[config.mk]
export PLATFORM = sky130hd
export DESIGN_NAME = mmh_modmul_stage
export DESIGN_NICKNAME = d
export VERILOG_FILES = /design/src/rtl/mmh_modmul_stage.sv
export SDC_FILE = /design/constraint.sdc
export NUM_CORES = 2
export LEC_CHECK = 0
export CAP_MARGIN = 20
export CORE_MARGIN = 2
export CORE_UTILIZATION = 40
export DETAILED_ROUTE_END_ITERATION = 16
export GPL_ROUTABILITY_DRIVEN = 1
export RECOVER_POWER = 100
export SLEW_MARGIN = 0
export SYNTH_ARGS = -nofsm -noshare
export SYNTH_HDL_FRONTEND = slang
export SYNTH_SLANG_ARGS = --single-unit
export TNS_END_PERCENT = 1
[constraint.sdc]
create_clock -name clk -period 37.7 [get_ports clk]
set_input_delay 7.54 -clock clk [delete_from_list [all_inputs] [get_ports clk]]
set_output_delay 7.54 -clock clk [all_outputs]
set_load 0.01 [all_outputs]
[src/rtl/mmh_modmul_stage.sv]
// MMH modular multiply stage: y_i = (m_i * k_i) mod P, one element per cycle, whole block out at once.
// Optional macro MMH_MUL_PIPE_EN registers the raw product ahead of the % P reduction.
module mmh_modmul_stage #(
  parameter int          GAMMA = 13,
  parameter int          K     = 16,
  parameter logic [63:0] P     = 64'h7F
) (
  input  logic               clk,
  input  logic               rst,
  input  logic               valid_in,
  output logic               in_ready,
  input  logic [GAMMA*K-1:0] msg_in,
  input  logic [GAMMA*K-1:0] key_in,
  output logic [GAMMA*K-1:0] prod_out,
  output logic               valid_out,
  output logic               busy
);

  localparam int                 IW   = (K > 1) ? $clog2(K) : 1;
  localparam logic [IW-1:0]      LAST = IW'(K - 1);
  localparam logic [2*GAMMA-1:0] P_W  = (2*GAMMA)'(P);

  typedef enum logic [1:0] {S_IDLE, S_MUL, S_DONE} state_t;

  state_t               r_state, w_next;
  logic [GAMMA*K-1:0]   r_msg, r_key, r_prod_out, w_slots_flat;
  logic [IW-1:0]        r_idx;
  logic                 r_valid_out;
  logic [GAMMA-1:0]     w_m, w_k, w_red;
  logic [2*GAMMA-1:0]   w_prod;
  logic                 w_wr_en, w_last_wr;
  logic [IW-1:0]        w_wr_idx;

  assign w_m    = r_msg[GAMMA*r_idx +: GAMMA];
  assign w_k    = r_key[GAMMA*r_idx +: GAMMA];
  assign w_prod = {{GAMMA{1'b0}}, w_m} * {{GAMMA{1'b0}}, w_k};

`ifdef MMH_MUL_PIPE_EN
  // Stage 1 holds the raw product; stage 2 reduces it and writes the slot it belongs to.
  logic [2*GAMMA-1:0] r_prod;
  logic [IW-1:0]      r_pidx;
  logic               r_pvld, r_drain;

  assign w_red     = GAMMA'(r_prod % P_W);
  assign w_wr_en   = (r_state == S_MUL) && r_pvld;
  assign w_wr_idx  = r_pidx;
  assign w_last_wr = r_pvld && (r_pidx == LAST);
`else
  assign w_red     = GAMMA'(w_prod % P_W);
  assign w_wr_en   = (r_state == S_MUL);
  assign w_wr_idx  = r_idx;
  assign w_last_wr = (r_idx == LAST);
`endif

  genvar gi;
  generate
    for (gi = 0; gi < K; gi++) begin : g_slot
      logic [GAMMA-1:0] r_slot;
      always_ff @(posedge clk or posedge rst) begin
        if (rst)
          r_slot <= '0;
        else if (w_wr_en && (w_wr_idx == IW'(gi)))
          r_slot <= w_red;
      end
      assign w_slots_flat[GAMMA*gi +: GAMMA] = r_slot;
    end
  endgenerate

  always_ff @(posedge clk or posedge rst) begin
    if (rst)
      r_state <= S_IDLE;
    else
      r_state <= w_next;
  end

  always_comb begin
    w_next = r_state;
    case (r_state)
      S_IDLE:  if (valid_in) w_next = S_MUL;
      S_MUL:   if (w_last_wr) w_next = S_DONE;
      S_DONE:  w_next = S_IDLE;
      default: w_next = S_IDLE;
    endcase
  end

  always_ff @(posedge clk or posedge rst) begin
    if (rst) begin
      r_msg       <= '0;
      r_key       <= '0;
      r_idx       <= '0;
      r_prod_out  <= '0;
      r_valid_out <= 1'b0;
`ifdef MMH_MUL_PIPE_EN
      r_prod      <= '0;
      r_pidx      <= '0;
      r_pvld      <= 1'b0;
      r_drain     <= 1'b0;
`endif
    end else begin
      r_valid_out <= 1'b0;
`ifdef MMH_MUL_PIPE_EN
      r_pvld      <= 1'b0;
`endif
      case (r_state)
        S_IDLE: begin
          if (valid_in) begin
            r_msg   <= msg_in;
            r_key   <= key_in;
            r_idx   <= '0;
`ifdef MMH_MUL_PIPE_EN
            r_drain <= 1'b0;
`endif
          end
        end
        S_MUL: begin
`ifdef MMH_MUL_PIPE_EN
          // After the last element is issued, idx parks at K-1 while the pipe drains.
          r_prod <= w_prod;
          r_pidx <= r_idx;
          r_pvld <= !r_drain;
          if (r_idx == LAST)
            r_drain <= 1'b1;
          else
            r_idx <= r_idx + 1'b1;
`else
          if (r_idx != LAST)
            r_idx <= r_idx + 1'b1;
`endif
        end
        S_DONE: begin
          r_prod_out  <= w_slots_flat;
          r_valid_out <= 1'b1;
        end
        default: ;
      endcase
    end
  end

  assign in_ready  = (r_state == S_IDLE);
  assign busy      = (r_state != S_IDLE);
  assign prod_out  = r_prod_out;
  assign valid_out = r_valid_out;

endmodule
==> metrics list <==
- Starting DRT DRC Count: 2110
- Hold bufs inserted after CTS: 0
- Die area: 116000 µm²
* Clock sink total: 839
- The final-report hold violation count was 0.
- Count of boundary I/O pins: 630
- Setup crit start kind: flip-flop
* Overflow left after global routing: 0
* Flip-flop and latch count after synthesis: 839
* Via count: roughly 34000
* Top post-synthesis cells by area: sky130_fd_sc_hd__dfrtp_1, sky130_fd_sc_hd__mux2_2, sky130_fd_sc_hd__nand2_1
- On the final layout, the worst clock skew is ~0.051 ns.
* Synth Area in Simple Gates: 0.148
- Gates resized during post-CTS repair numbered 0.
- Placed wire-length estimate: 99900 µm
- Placed Instance Area: 53000 µm²
- Wires add up to 135000 µm.
- Fin nets: about 5400
- The synthesized design contains 0 enable-type register cells.
- Multi-input gate area: 22500 µm²
- Number of H-tree branching levels: 3
- For the worst setup path, the data required time is 38.19 ns.
* Main combinational cell family by area after synthesis: multiplexers
- Std-Cell Rows: about 120
- After detailed routing, the average wire length per cell comes to 21.4 µm.
- The average instance in the mapped netlist occupies 10.8 µm².
- The run finished, with violations left.
- Clock Pin Slew Worst Setup and Hold Paths: around 0.060 ns
- Sum of routed wire segments on met1: 57000 µm
- Of the total synthesized cell area, the portion taken by full adders, half adders and majority gates is 0.0751.
* Wire length of the first global-routing pass: 209000 µm
* Most frequent cell on the critical path: sky130_fd_sc_hd__inv_1
- TritonCTS built the clock tree.
- Violated checks: capacitance limit, slew limit
- The first TritonRoute pass finished after 6 iterations.
- Detailed routing placed a total of 9730 µm of wire on met3.
* Fill cell count: roughly 10000
- Final GP Congestion: 0.890
* Least-Margin Pin Slew: 9.35 ns
- Final setup viols: 0
- The count of final max-slew check failures is 1580.
- After detailed routing, the number of remaining DRC violations is 0.
* Layout Utilization: 0.497
- Using the TritonRoute via totals, the vias-per-cell ratio works out to 5.31.
- STA classifies the critical path endpoint as a flip-flop.
* Buffer and inverter count on the worst path: 8
* Maximum fanout along the worst path: 49
- Shortest period the worst path allows: 29.06 ns
- Counting every net in the synthesized netlist gives 4814.
- Antenna violation net count after detailed routing: 0
- Max_cap viols: 23
* Multiplexer area fraction after synthesis: 0.173
- In the final layout, the share of cells above drive strength 1 is 0.174.
- After routing, the total negative slack on setup checks comes to 0 ns.
* Worst setup slack after layout: 8.64 ns
- For this run, the total global-route usage over all layers was measured as 0.232.
- IO buf count: 629
- Among all stages on the critical path, the largest delay is contributed by sky130_fd_sc_hd__clkbuf_1.
- Measured against its own limit, the worst slew margin works out to -5.23.
- Number of global-route vias before repair: 33900
- Synthesis produced 4197 cells.
- Final critical-path share of the clock period: 0.771
* TritonCTS Buffers: 92
- Classification of the worst setup path: reg -> reg
- The floorplan step set the die height to 341 µm.
- Most numerous cell types in the synthesized netlist: sky130_fd_sc_hd__nand2_1, sky130_fd_sc_hd__dfrtp_1, sky130_fd_sc_hd__mux2_2, sky130_fd_sc_hd__inv_1, sky130_fd_sc_hd__nor2_1
- Setup repair after global routing left no endpoint under its margin.
* Post-route cell area: 55900 µm²
* Starting utilization of the core area: 0.403
- Once the clock tree was built, the setup fixing pass inserted 0 buffers.
- Commonest register cell after synthesis: sky130_fd_sc_hd__dfrtp_1
* Most frequent cell after synthesis: sky130_fd_sc_hd__nand2_1
* Worst hold path type: reg -> reg
* Peak clock frequency supported by timing: 0.0344 GHz
- The share of synthesized area in the top cell type comes to 0.463.
- Parity-gate share of the synthesized area counting xor and xnor cells: 0.0131
* Synth area leader: sky130_fd_sc_hd__dfrtp_1
- The die is 341 µm wide.
- Clock tree synthesis selected as its root buffer the cell sky130_fd_sc_hd__clkbuf_16.
- Setup Slack @ Placement: 14.00 ns
- Register area: 21000 µm²
- The core region is 112000 µm².
- The area growth from synthesis to layout is 23.3%.
- Clock Latency Late Sink: 0.69 ns
- The fraction of the mapped netlist area in compound gates was 0.0895.
- Clock Tree Buf Depth: 3
- Seq/Total Area, Yosys: 0.463
- Worst path top cell family by delay: compound AO/OA/AOI/OAI gates
* Yosys synthesis warning count: 0
- Uppermost layer routed: met5
* Maximum number of pins on one net before global-route repair: 173
- Proportion of register bits with asynchronous set or reset after synthesis: 1.00
- Data arrives at the worst endpoint at 29.55 ns.
- Netlist Area Pre-Place: 45300 µm²
* Worst stage delay on the critical path: 2.22 ns
* Met2 wire len: roughly 65000 µm
* Number of unique standard cell types used by synthesis: 148
* Initial antenna violation count: 40
-- per-stage QoR --
step / instances / hold slack [ns]
2_1_floorplan: 4197 / 0.430
3_3_place_gp: 6159 / 0.443
3_5_place_dp: 6159 / 0.444
4_1_cts: 6322 / 0.452
5_1_grt: 6326 / 0.484
6_report: 6333 / 0.454
-- metal layers --
metal / track usage / vias up
li1: - / 15600
met1: 0.300 / 16800
met2: 0.383 / 936
met3: 0.0656 / 227
met4: 0.0573 / 56
met5: 0 / -
-- flip-flops by register name, indices dropped and copies added (netlist names) --
| register | flops |
|---|---|
| g_slot.r_slot | 208 |
| prod_out | 208 |
| r_key | 208 |
| r_msg | 208 |
| r_idx | 4 |
| r_state | 2 |
| valid_out | 1 |
-- layout make-up --
cell class,instances,share of cell area
diodes,9,0.000403
inverters,206,0.0139
clock inverters,29,0.00830
repair buffers,675,0.117
flip-flops and latches,839,0.376
well taps,1500,0.0336
multi-input cells,2941,0.403
clock buffers,134,0.0478
-- worst reg2reg max path, delay by kind of cell (launching register included) --
kind / cells / cell delay (ns)
AO/OA/AOI/OAI: 22 / 9.40
adder cells (fa/ha/maj): 7 / 3.23
multiplexers: 4 / 2.09
XOR/XNOR: 2 / 0.48
AND/OR/NAND/NOR: 21 / 8.80
flip-flops: 1 / 0.72
buffers and inverters: 8 / 4.14
-- path summary, 6_finish.rpt --
check | from | to | slack [ns] | cells after the start
setup / recovery | r_idx[2]$_DFFE_PP0P_ | g_slot[1].r_slot[1]$_DFFE_PP0P_ | 8.64 | 64
hold / removal | g_slot[6].r_slot[6]$_DFFE_PP0P_ | prod_out[84]$_DFFE_PP0P_ | 0.45 | 2
setup reg to reg | r_idx[2]$_DFFE_PP0P_ | g_slot[1].r_slot[1]$_DFFE_PP0P_ | 8.64 | 64
hold reg to reg | g_slot[6].r_slot[6]$_DFFE_PP0P_ | prod_out[84]$_DFFE_PP0P_ | 0.45 | 2
max in group asynchronous | rst | r_msg[72]$_DFFE_PP0P_ | 11.60 | 8
min in group asynchronous | rst | r_msg[131]$_DFFE_PP0P_ | 9.13 | 2
-- layout by cell type (no fill, tap or decap), types with 47 or more instances in the layout --
cell	Yosys	final
sky130_fd_sc_hd__nand2_1	1005	1006
sky130_fd_sc_hd__dfrtp_1	839	837
sky130_fd_sc_hd__mux2_2	442	441
sky130_fd_sc_hd__clkdlybuf4s50_1	0	416
sky130_fd_sc_hd__dlygate4sd3_1	1	213
sky130_fd_sc_hd__inv_1	205	203
sky130_fd_sc_hd__nor2_1	191	191
sky130_fd_sc_hd__o21ai_0	135	182
sky130_fd_sc_hd__fa_1	121	121
sky130_fd_sc_hd__mux4_2	111	111
sky130_fd_sc_hd__clkbuf_16	0	92
sky130_fd_sc_hd__a21oi_1	78	78
sky130_fd_sc_hd__ha_1	77	77
sky130_fd_sc_hd__nor3_1	46	48
sky130_fd_sc_hd__nand3_1	47	47
sky130_fd_sc_hd__clkbuf_1	147	47
-- logic make-up after synthesis --
| family | Yosys count |
|---|---|
| AOI/OAI and AO/OA | 569 |
| DFF | 839 |
| adders and majority gates | 200 |
| buffers and inverters | 417 |
| muxes | 587 |
| xor gates and xnor gates | 62 |
| and+or+nand+nor | 1523 |
Power is left out: the tool's default activity adds up to more than one toggle a clock period on the data nets, which glitch-free logic cannot reach.
